**src/rtl/display_scanner.sv**
```systemverilog
// rtl/display_scanner.sv - four-digit multiplexed 7-segment scan driver
//
// Purpose: steps a 4-digit common-anode display one digit per rising edge of
// the refresh wave, flashing digits selected by blink_mask on a phase that
// toggles on each rising edge of the 1 Hz wave, with optional leading-zero
// blanking.
//
// Ports:
//   clk        in   system clock
//   rst        in   synchronous active-high reset
//   refresh_in in   refresh square wave (level, clk domain)
//   second_in  in   1 Hz square wave (level, clk domain)
//   digits     in   four hex nibbles, digits[3:0] is the rightmost digit
//   blink_mask in   bit i set: digit i flashes
//   dp_mask    in   bit i set: decimal point of digit i lit
//   an         out  anode enables, active-low
//   seg        out  segments {g,f,e,d,c,b,a}, active-low
//   dp         out  decimal point, active-low
module display_scanner #(
  parameter bit BLANK_LEADING = 1'b1
) (
  input  logic        clk,
  input  logic        rst,
  input  logic        refresh_in,
  input  logic        second_in,
  input  logic [15:0] digits,
  input  logic [3:0]  blink_mask,
  input  logic [3:0]  dp_mask,
  output logic [3:0]  an,
  output logic [6:0]  seg,
  output logic        dp
);

  typedef enum logic [1:0] {
    DIG0 = 2'd0,
    DIG1 = 2'd1,
    DIG2 = 2'd2,
    DIG3 = 2'd3
  } scan_e;

  scan_e       state_q, state_d, scan_next;
  logic        ref_q, sec_q;
  logic        phase_q, phase_d;
  logic [3:0]  an_q, an_d;
  logic [6:0]  seg_q, seg_d;
  logic        dp_q, dp_d;

  logic        ref_rise, sec_rise;
  logic [1:0]  n;
  logic [3:0]  nibble;
  logic        hi_zero;
  logic        blank;

  function automatic logic [6:0] hex7(input logic [3:0] v);
    case (v)
      4'h0: hex7 = 7'b1000000;
      4'h1: hex7 = 7'b1111001;
      4'h2: hex7 = 7'b0100100;
      4'h3: hex7 = 7'b0110000;
      4'h4: hex7 = 7'b0011001;
      4'h5: hex7 = 7'b0010010;
      4'h6: hex7 = 7'b0000010;
      4'h7: hex7 = 7'b1111000;
      4'h8: hex7 = 7'b0000000;
      4'h9: hex7 = 7'b0010000;
      4'hA: hex7 = 7'b0001000;
      4'hB: hex7 = 7'b0000011;
      4'hC: hex7 = 7'b1000110;
      4'hD: hex7 = 7'b0100001;
      4'hE: hex7 = 7'b0000110;
      default: hex7 = 7'b0001110;
    endcase
  endfunction

  assign ref_rise = refresh_in & ~ref_q;
  assign sec_rise = second_in & ~sec_q;

  always_comb begin
    state_d   = state_q;
    phase_d   = phase_q ^ sec_rise;
    an_d      = an_q;
    seg_d     = seg_q;
    dp_d      = dp_q;
    scan_next = DIG0;
    nibble    = 4'h0;
    hi_zero   = 1'b0;

    case (state_q)
      DIG0: scan_next = DIG1;
      DIG1: scan_next = DIG2;
      DIG2: scan_next = DIG3;
      DIG3: scan_next = DIG0;
      default: scan_next = DIG0;
    endcase
    n = scan_next;

    // hi_zero: this nibble and every nibble to its left are zero; digit 0
    // is never a leading zero.
    case (scan_next)
      DIG0: begin nibble = digits[3:0];   hi_zero = 1'b0;                  end
      DIG1: begin nibble = digits[7:4];   hi_zero = (digits[15:4] == '0);  end
      DIG2: begin nibble = digits[11:8];  hi_zero = (digits[15:8] == '0);  end
      DIG3: begin nibble = digits[15:12]; hi_zero = (digits[15:12] == '0); end
      default: begin nibble = 4'h0; hi_zero = 1'b0; end
    endcase

    // Uses the post-toggle phase so a simultaneous 1 Hz edge takes effect
    // on the digit being loaded now.
    blank = (phase_d & blink_mask[n]) | (BLANK_LEADING & hi_zero);

    if (ref_rise) begin
      state_d = scan_next;
      if (blank) begin
        an_d  = 4'b1111;
        seg_d = 7'b1111111;
        dp_d  = 1'b1;
      end else begin
        an_d  = ~(4'b0001 << n);
        seg_d = hex7(nibble);
        dp_d  = ~dp_mask[n];
      end
    end
  end

  always_ff @(posedge clk) begin
    // Edge-detect registers follow the inputs even in reset so that a level
    // already high at release is not seen as a rising edge.
    ref_q <= refresh_in;
    sec_q <= second_in;
    if (rst) begin
      state_q <= DIG0;
      phase_q <= 1'b0;
      an_q    <= 4'b1111;
      seg_q   <= 7'b1111111;
      dp_q    <= 1'b1;
    end else begin
      state_q <= state_d;
      phase_q <= phase_d;
      an_q    <= an_d;
      seg_q   <= seg_d;
      dp_q    <= dp_d;
    end
  end

  assign an  = an_q;
  assign seg = seg_q;
  assign dp  = dp_q;

endmodule

```
**config.mk**
```make
export PLATFORM = sky130hd
export DESIGN_NAME = display_scanner
export DESIGN_NICKNAME = d
export VERILOG_FILES = /design/src/rtl/display_scanner.sv
export SDC_FILE = /design/constraint.sdc
export NUM_CORES = 1
export LEC_CHECK = 0
export CAP_MARGIN = 20
export CORE_UTILIZATION = 45
export DETAILED_ROUTE_END_ITERATION = 12
export GPL_TIMING_DRIVEN = 0
export PLACE_DENSITY = 0.85
export SKIP_CTS_REPAIR_TIMING = 1
export SLEW_MARGIN = 20
export SYNTH_ARGS = -nofsm -noshare
export SYNTH_HDL_FRONTEND = slang
export SYNTH_SLANG_ARGS = --single-unit
```
**constraint.sdc**
```tcl
create_clock -name clk -period 2.9 [get_ports clk]
set_input_delay 0.435 -clock clk [delete_from_list [all_inputs] [get_ports clk]]
set_output_delay 0.435 -clock clk [all_outputs]
set_load 0.03 [all_outputs]
```
==> impl_summary.md <==
Clocking
The root buffer cell is sky130_fd_sc_hd__clkbuf_4. The total clock sinks is 17. The insertion delay of the later-clocked pin in the worst-skew pair is 0.30 ns. TritonCTS built the clock tree. The number of buffers created by CTS is 3. The clock transition at the registers of the reported paths is 0.11 ns. The maximum buffer depth of the clock tree is 2. CTS built an H-tree with a depth of 1.

Global route
After global routing the overflow that remains totals 0. For this run, global-route usage on met1 was measured as 26.6%. After global routing, the most crowded layer is met2. The met3 usage is 2.03%.

The overall fraction of global-route tracks in use is 22.0%. The first-pass GRT wire length is 4490 um. The largest net degree at the start of global routing is 11. The number of global-route vias before repair is 1039. The initial antenna violation count is 0.

For met2 alone, demand over resource in global routing was 38.4%.

Layout
In the final layout, the multi-input gates occupy 742 um^2. The net count of the finished layout is 212. The antenna cell count is 0. The final cell utilization of the core is 68.8%. The share of cells above drive strength 1 is 9.36%.

The total of fill cells in the finished design is 202. Registers take 340 um^2. The area growth from synthesis to layout is 38.3%.

Route
The average wire per cell in the routed design is 14.2 um. The total via count in the routed design is 1102. In the routed design, unresolved DRC markers number 0.

The total detailed-routing wirelength is 2830 um. The number of nets still failing antenna checks after routing is 0. In this run, the number of DRC markers left after iteration 0 of detailed routing was 36. The first-pass iteration count of the detailed router is 4. The via count normalized by instance count is 5.54.

Setup path
At the worst endpoint, the arrival time is 2.82 ns. Of all nets on the critical path, the largest fanout is 6. For this design, the slowest cell found on the critical path is sky130_fd_sc_hd__dfxtp_1.

Walking the worst path, the cells encountered are inv_1, ha_1, a222oi_1, mux2_2, inv_1, ha_1, mux2_2, mux2i_1, a21oi_1. The critical path capture point type is a register. For the worst flop-to-flop path, the logic depth is 9. The kind of cell adding the most delay to the critical path is multiplexers. The peak per-stage delay on the critical path is 0.45 ns. The worst setup path startpoint is state_q[0].

The logic depth of the worst path, buffers included is 9. The data required time of the critical path is 3.09 ns. The critical path is of the register to register type. The type of origin of the critical path is a register. The number of buffers and inverters on the critical path is 2. Setup slack on the worst reg-to-reg path comes out at 0.27 ns. In this run the critical register-to-register path is launched from state_q[0].

Timing
The number of hold violations in the final report is 0. The worst path in the final design needs a cycle of 2.63 ns, including I/O delays and setup. In this run the tightest slew margin relative to its limit is 49.2%.

The worst hold slack across all endpoints is 0.493 ns. Setup violations remaining at the end of the flow were counted as 0. On the final layout, the worst clock skew is 0.0126 ns.

The final max-slew violation count came to 0. The sum of negative setup slack is 0 ns. Setup repair after global routing left no endpoint under its margin. In the finished design, the share of the clock period the worst path needs comes to 90.7%. The top achievable clock speed is 380 MHz. The transition time at the pin with the least slew margin is 0.740 ns.

Floorplan
After floorplanning, the core was divided into 17 placement rows. The total core area is 0.00232 mm^2. Measured along the y axis, the die boundary spans 52.6 um. For this configuration, the core starts out at a cell density of 49.8%. The die covers 0.00277 mm^2. 40 I/O pins were placed. Measured along the x axis, the die boundary spans 52.6 um.

Synth
During synthesis, Yosys emitted a total of 0 warnings. The summed instance area of the synthesized netlist is 0.00115 mm^2. The post-synth net total is 169. In the synthesized netlist, the number of instances is 129. Averaged over all synthesized cells, the footprint is 8.94 um^2. The register bit total from synthesis is 17. The distinct cell type count after synthesis is 31. Summing the sequential cell areas from Yosys gives 29.5% of the chip area.

Place
In this run the tool buffered the top-level ports with 38 buffer cells. Summed over all nets, the half-perimeter wirelength after detailed placement is 2200 um. Routability-driven placement finished with a final weighted congestion of 0.823.

Power
The sum of internal, switching and leakage power is 0.632 mW. Dividing total power by cell area gives a power density of 396 mW/mm^2. IR analysis of the VDD net gives a maximum drop of 0.251 mV. The leakage dissipation is 0.655 nW.

Hold path
The startpoint of the most critical hold path is seg[5]. The path category of the worst min-delay check is register to register. Counting instances, the worst hold path has a depth of 2.

Run
The tool flagged a number of max-cap violations equal to 0.

Run status
The flow ran to the end, and the final reports show no timing, DRC or antenna violations.
report_power, final:
part | leakage, nW | internal (mW) | switching [mW]
Clock | 0.0150 | 0.0536 | 0.0811
Combinational | 0.500 | 0.118 | 0.121
Sequential | 0.140 | 0.249 | 0.00941
worst reg2reg max path: stages, from the launching register on:
cell,delay (ns)
sky130_fd_sc_hd__dfxtp_1,0.45
sky130_fd_sc_hd__inv_1,0.12
sky130_fd_sc_hd__ha_1,0.31
sky130_fd_sc_hd__a222oi_1,0.40
sky130_fd_sc_hd__mux2_2,0.31
sky130_fd_sc_hd__inv_1,0.10
sky130_fd_sc_hd__ha_1,0.26
sky130_fd_sc_hd__mux2_2,0.28
sky130_fd_sc_hd__mux2i_1,0.20
sky130_fd_sc_hd__a21oi_1,0.09
area by class of cell:
class | count | share of cell area (%)
buffer | 6 | 2.35
inverter | 9 | 2.12
clock buffer | 4 | 1.65
tap | 28 | 2.20
multi-input combinational | 97 | 46.5
timing repair buffer | 38 | 23.8
sequential | 17 | 21.3
cell families after synthesis:
family | count (synthesis) | synth area share [%]
fa+ha+maj | 12 | 13.0
compound gates | 30 | 17.8
simple gates | 40 | 18.0
buf+inv | 15 | 6.18
xor+xnor | 2 | 1.52
mux | 13 | 14.0
flops | 17 | 29.5
cells in the final DEF (no fill, tap or decap):
master | netlist | final
sky130_fd_sc_hd__clkdlybuf4s50_1 | 0 | 38
sky130_fd_sc_hd__mux2_2 | 5 | 5
sky130_fd_sc_hd__xnor2_1 | 2 | 2
sky130_fd_sc_hd__nor2_1 | 14 | 14
sky130_fd_sc_hd__a211o_1 | 1 | 1
sky130_fd_sc_hd__o21ai_0 | 2 | 2
sky130_fd_sc_hd__ha_1 | 12 | 12
sky130_fd_sc_hd__nor2_4 | 1 | 1
sky130_fd_sc_hd__nor4_1 | 2 | 2
sky130_fd_sc_hd__clkbuf_4 | 0 | 3
sky130_fd_sc_hd__nor3_1 | 1 | 1
sky130_fd_sc_hd__a211oi_1 | 1 | 1
sky130_fd_sc_hd__nand2_1 | 5 | 5
sky130_fd_sc_hd__a21o_1 | 2 | 2
sky130_fd_sc_hd__clkbuf_1 | 4 | 5
sky130_fd_sc_hd__nor2b_1 | 3 | 3
sky130_fd_sc_hd__buf_6 | 2 | 2
sky130_fd_sc_hd__and2b_1 | 1 | 1
sky130_fd_sc_hd__mux2i_1 | 6 | 6
sky130_fd_sc_hd__inv_1 | 9 | 9
sky130_fd_sc_hd__a222oi_1 | 4 | 4
sky130_fd_sc_hd__or2_2 | 2 | 2
sky130_fd_sc_hd__a21oi_1 | 12 | 12
sky130_fd_sc_hd__a221oi_2 | 1 | 1
sky130_fd_sc_hd__nand3_1 | 2 | 2
sky130_fd_sc_hd__mux4_2 | 2 | 2
sky130_fd_sc_hd__o21a_1 | 1 | 1
sky130_fd_sc_hd__nor3b_1 | 2 | 2
sky130_fd_sc_hd__a31oi_1 | 5 | 5
sky130_fd_sc_hd__or2_1 | 3 | 3
sky130_fd_sc_hd__o211a_1 | 1 | 1
sky130_fd_sc_hd__nand2b_1 | 4 | 4
sky130_fd_sc_hd__dfxtp_1 | 17 | 17
synthesized netlist by cell type (all sizes together):
cell type / instances / area (um^2)
nand3: 2 / 10.0
mux2: 5 / 56.3
nand2b: 4 / 25.0
buf: 2 / 22.5
a211o: 1 / 8.76
mux4: 2 / 45.0
and2b: 1 / 7.51
nor3b: 2 / 15.0
a221oi: 1 / 15.0
xnor2: 2 / 17.5
mux2i: 6 / 60.1
a21oi: 12 / 60.1
a31oi: 5 / 31.3
nand2: 5 / 18.8
dfxtp: 17 / 340
o211a: 1 / 10.0
ha: 12 / 150
a211oi: 1 / 7.51
o21a: 1 / 7.51
clkbuf: 4 / 15.0
nor2b: 3 / 18.8
inv: 9 / 33.8
or2: 5 / 31.3
nor4: 2 / 12.5
o21ai: 2 / 10.0
a222oi: 4 / 40.0
nor2: 15 / 63.8
nor3: 1 / 5.00
a21o: 2 / 15.0
sequential cells by signal (all words and copies together), names as in the netlist:
name,count
state_q,2
ref_q,1
phase_q,1
an,4
seg,7
sec_q,1
dp,1
worst paths after layout:
kind,end
worst max-delay path,seg[3]
worst min-delay path,seg[5]
worst max register to register,seg[3]
worst min register to register,seg[5]
per-layer routing:
layer / vias up / wire (um)
met5: - / 0
met2: 47 / 1380
met1: 504 / 1240
met3: 9 / 144
met4: 0 / 71
li1: 542 / -
stage by stage:
stage          worst slack, ns  cells  instance area, um^2
2_1_floorplan            0.652    129                 1150
3_3_place_gp             0.432    195                 1570
3_5_place_dp             0.325    195                 1570
4_1_cts                  0.337    199                 1600
5_1_grt                  0.220    199                 1600
6_report                 0.271    199                 1600
No activity file was read; power rests on OpenSTA's default activity.
==> edit (config.mk and constraints unchanged) <==
Change the parameter `BLANK_LEADING` from 1'b1 to 1'b0.
--- a/src/rtl/display_scanner.sv
+++ b/src/rtl/display_scanner.sv
@@ -17,7 +17,7 @@
 //   seg        out  segments {g,f,e,d,c,b,a}, active-low
 //   dp         out  decimal point, active-low
 module display_scanner #(
-  parameter bit BLANK_LEADING = 1'b1
+  parameter bit BLANK_LEADING = 1'b0
 ) (
   input  logic        clk,
   input  logic        rst,
Formal check against the unedited RTL: not equivalent (Yosys sat finds a counterexample within 4 cycles, from zero or initial values and one cycle with rst high).
==> edit against the original RTL <==
  * Setup slack better by 0.15 ns
  * Sequential cell count unchanged
  * Routed wire length down 13%
  * Count of clock-buffer cells in the layout down 1
  * Area after synthesis down 6.2%
  * Combinational power down 3%
  * Final area down 4.4%
  * Power down 1.3%
  * Critical path type unchanged
==> edit: results (changes against the original RTL) <==
RUN STATUS
--------------------------------------------------------------------
Outcome                                                 finished, final reports clean   unchanged

LAYOUT
--------------------------------------------------------------------
Count of multi-input combinational gates                          88   was 97
Number of filler instances in the final layout                   191   was 202
Final-stage net count                                            203   was 212
Clk cell area share                                           0.0180   was 0.0165
Share of post-route cells with drive strength above 1          0.136   was 0.0936

PLACED DESIGN
--------------------------------------------------------------------
Number of placed cells counting well taps                        186   was 195
Routability Congestion                                         0.888   was 0.823
Pre-CTS WS                                                  0.418 ns   was 0.325 ns
Placed cell areas                                       0.00150 mm^2   was 0.00157 mm^2
Detail Placement HPWL                                        1930 um   was 2200 um

STA
--------------------------------------------------------------------
Final setup violation count                                        0   unchanged
Relative slew slack                                            0.660   was 0.492
Skew final                                                0.00793 ns   was 0.0126 ns

DRT
--------------------------------------------------------------------
Starting DRC count in detailed routing                            39   was 36
WL met2                                                      1290 um   was 1380 um
Via count normalized by instance count                          5.26   was 5.54
Total routed wire length on the met1 layer                   1010 um   was 1240 um
Met3 layer wire length in the routed design                   121 um   was 144 um
Post-detailed-route wirelength per cell                      12.9 um   was 14.2 um

LOGIC SYNTHESIS
--------------------------------------------------------------------
Post-synthesis cell type count                                    32   was 31
Synth cell count leaders                                nor2_1 (18), dfxtp_1 (17), ha_1 (12)   was dfxtp_1 (17), nor2_1 (14), a21oi_1 (12), ha_1 (12), inv_1 (9)
Synthesized netlist net count                                    160   was 169
Sequential cell area fraction in the yosys report              0.314   was 0.295
Average cell area after synthesis                          9.02 um^2   was 8.94 um^2

HOLD PATH
--------------------------------------------------------------------
Worst Min Path Start                                             rst   was seg[5]
Path class of the lowest-slack min-delay path           input pin to register   was register to register

POWER
--------------------------------------------------------------------
VDD IR max                                                0.000314 V   was 0.000251 V
Reported leakage power                                      0.625 nW   was 0.655 nW
Net switching share of the total power                         0.329   was 0.335

GLOBAL ROUTE
--------------------------------------------------------------------
Number of global-route vias before repair                       1003   was 1039
Gr usage total                                                 0.204   was 0.220

CLOCK NETWORK
--------------------------------------------------------------------
Root Buffer                                                 clkbuf_4   unchanged

CRITICAL PATH
--------------------------------------------------------------------
Critical path data arrival time                              2.72 ns   was 2.82 ns
Beginning of the worst register-to-register path          state_q[0]   unchanged
Largest stage delay, worst path                              0.43 ns   was 0.45 ns

[edit: final timing paths]
kind | end | slack (ns) | cells past startpoint
max | seg[4] | 0.42 | 9
min | state_q[1] | 0.42 | 2
min reg2reg | seg[4] | 0.49 | 2
max reg2reg | seg[4] | 0.42 | 9
[edit: metal layers]
layer	track usage	vias up
met5	0	-
met4	0.0648	0
met3	0.0298	4
met2	0.393	34
met1	0.225	463
li1	-	499
[edit: cells by family after synthesis]
group	share of synthesized area
flops	0.314
xor+xnor	0.0162
fa+ha+maj	0.139
compound gates	0.146
mux	0.123
buf+inv	0.0705
simple gates	0.192
[edit: per-stage QoR]
stage | total power, mW | utilization
finish | 0.624 | 0.683
global route | 0.653 | 0.683
global placement | 0.487 | 0.671
CTS | 0.624 | 0.683
floorplan | 0.409 | -
detailed placement | 0.494 | 0.671
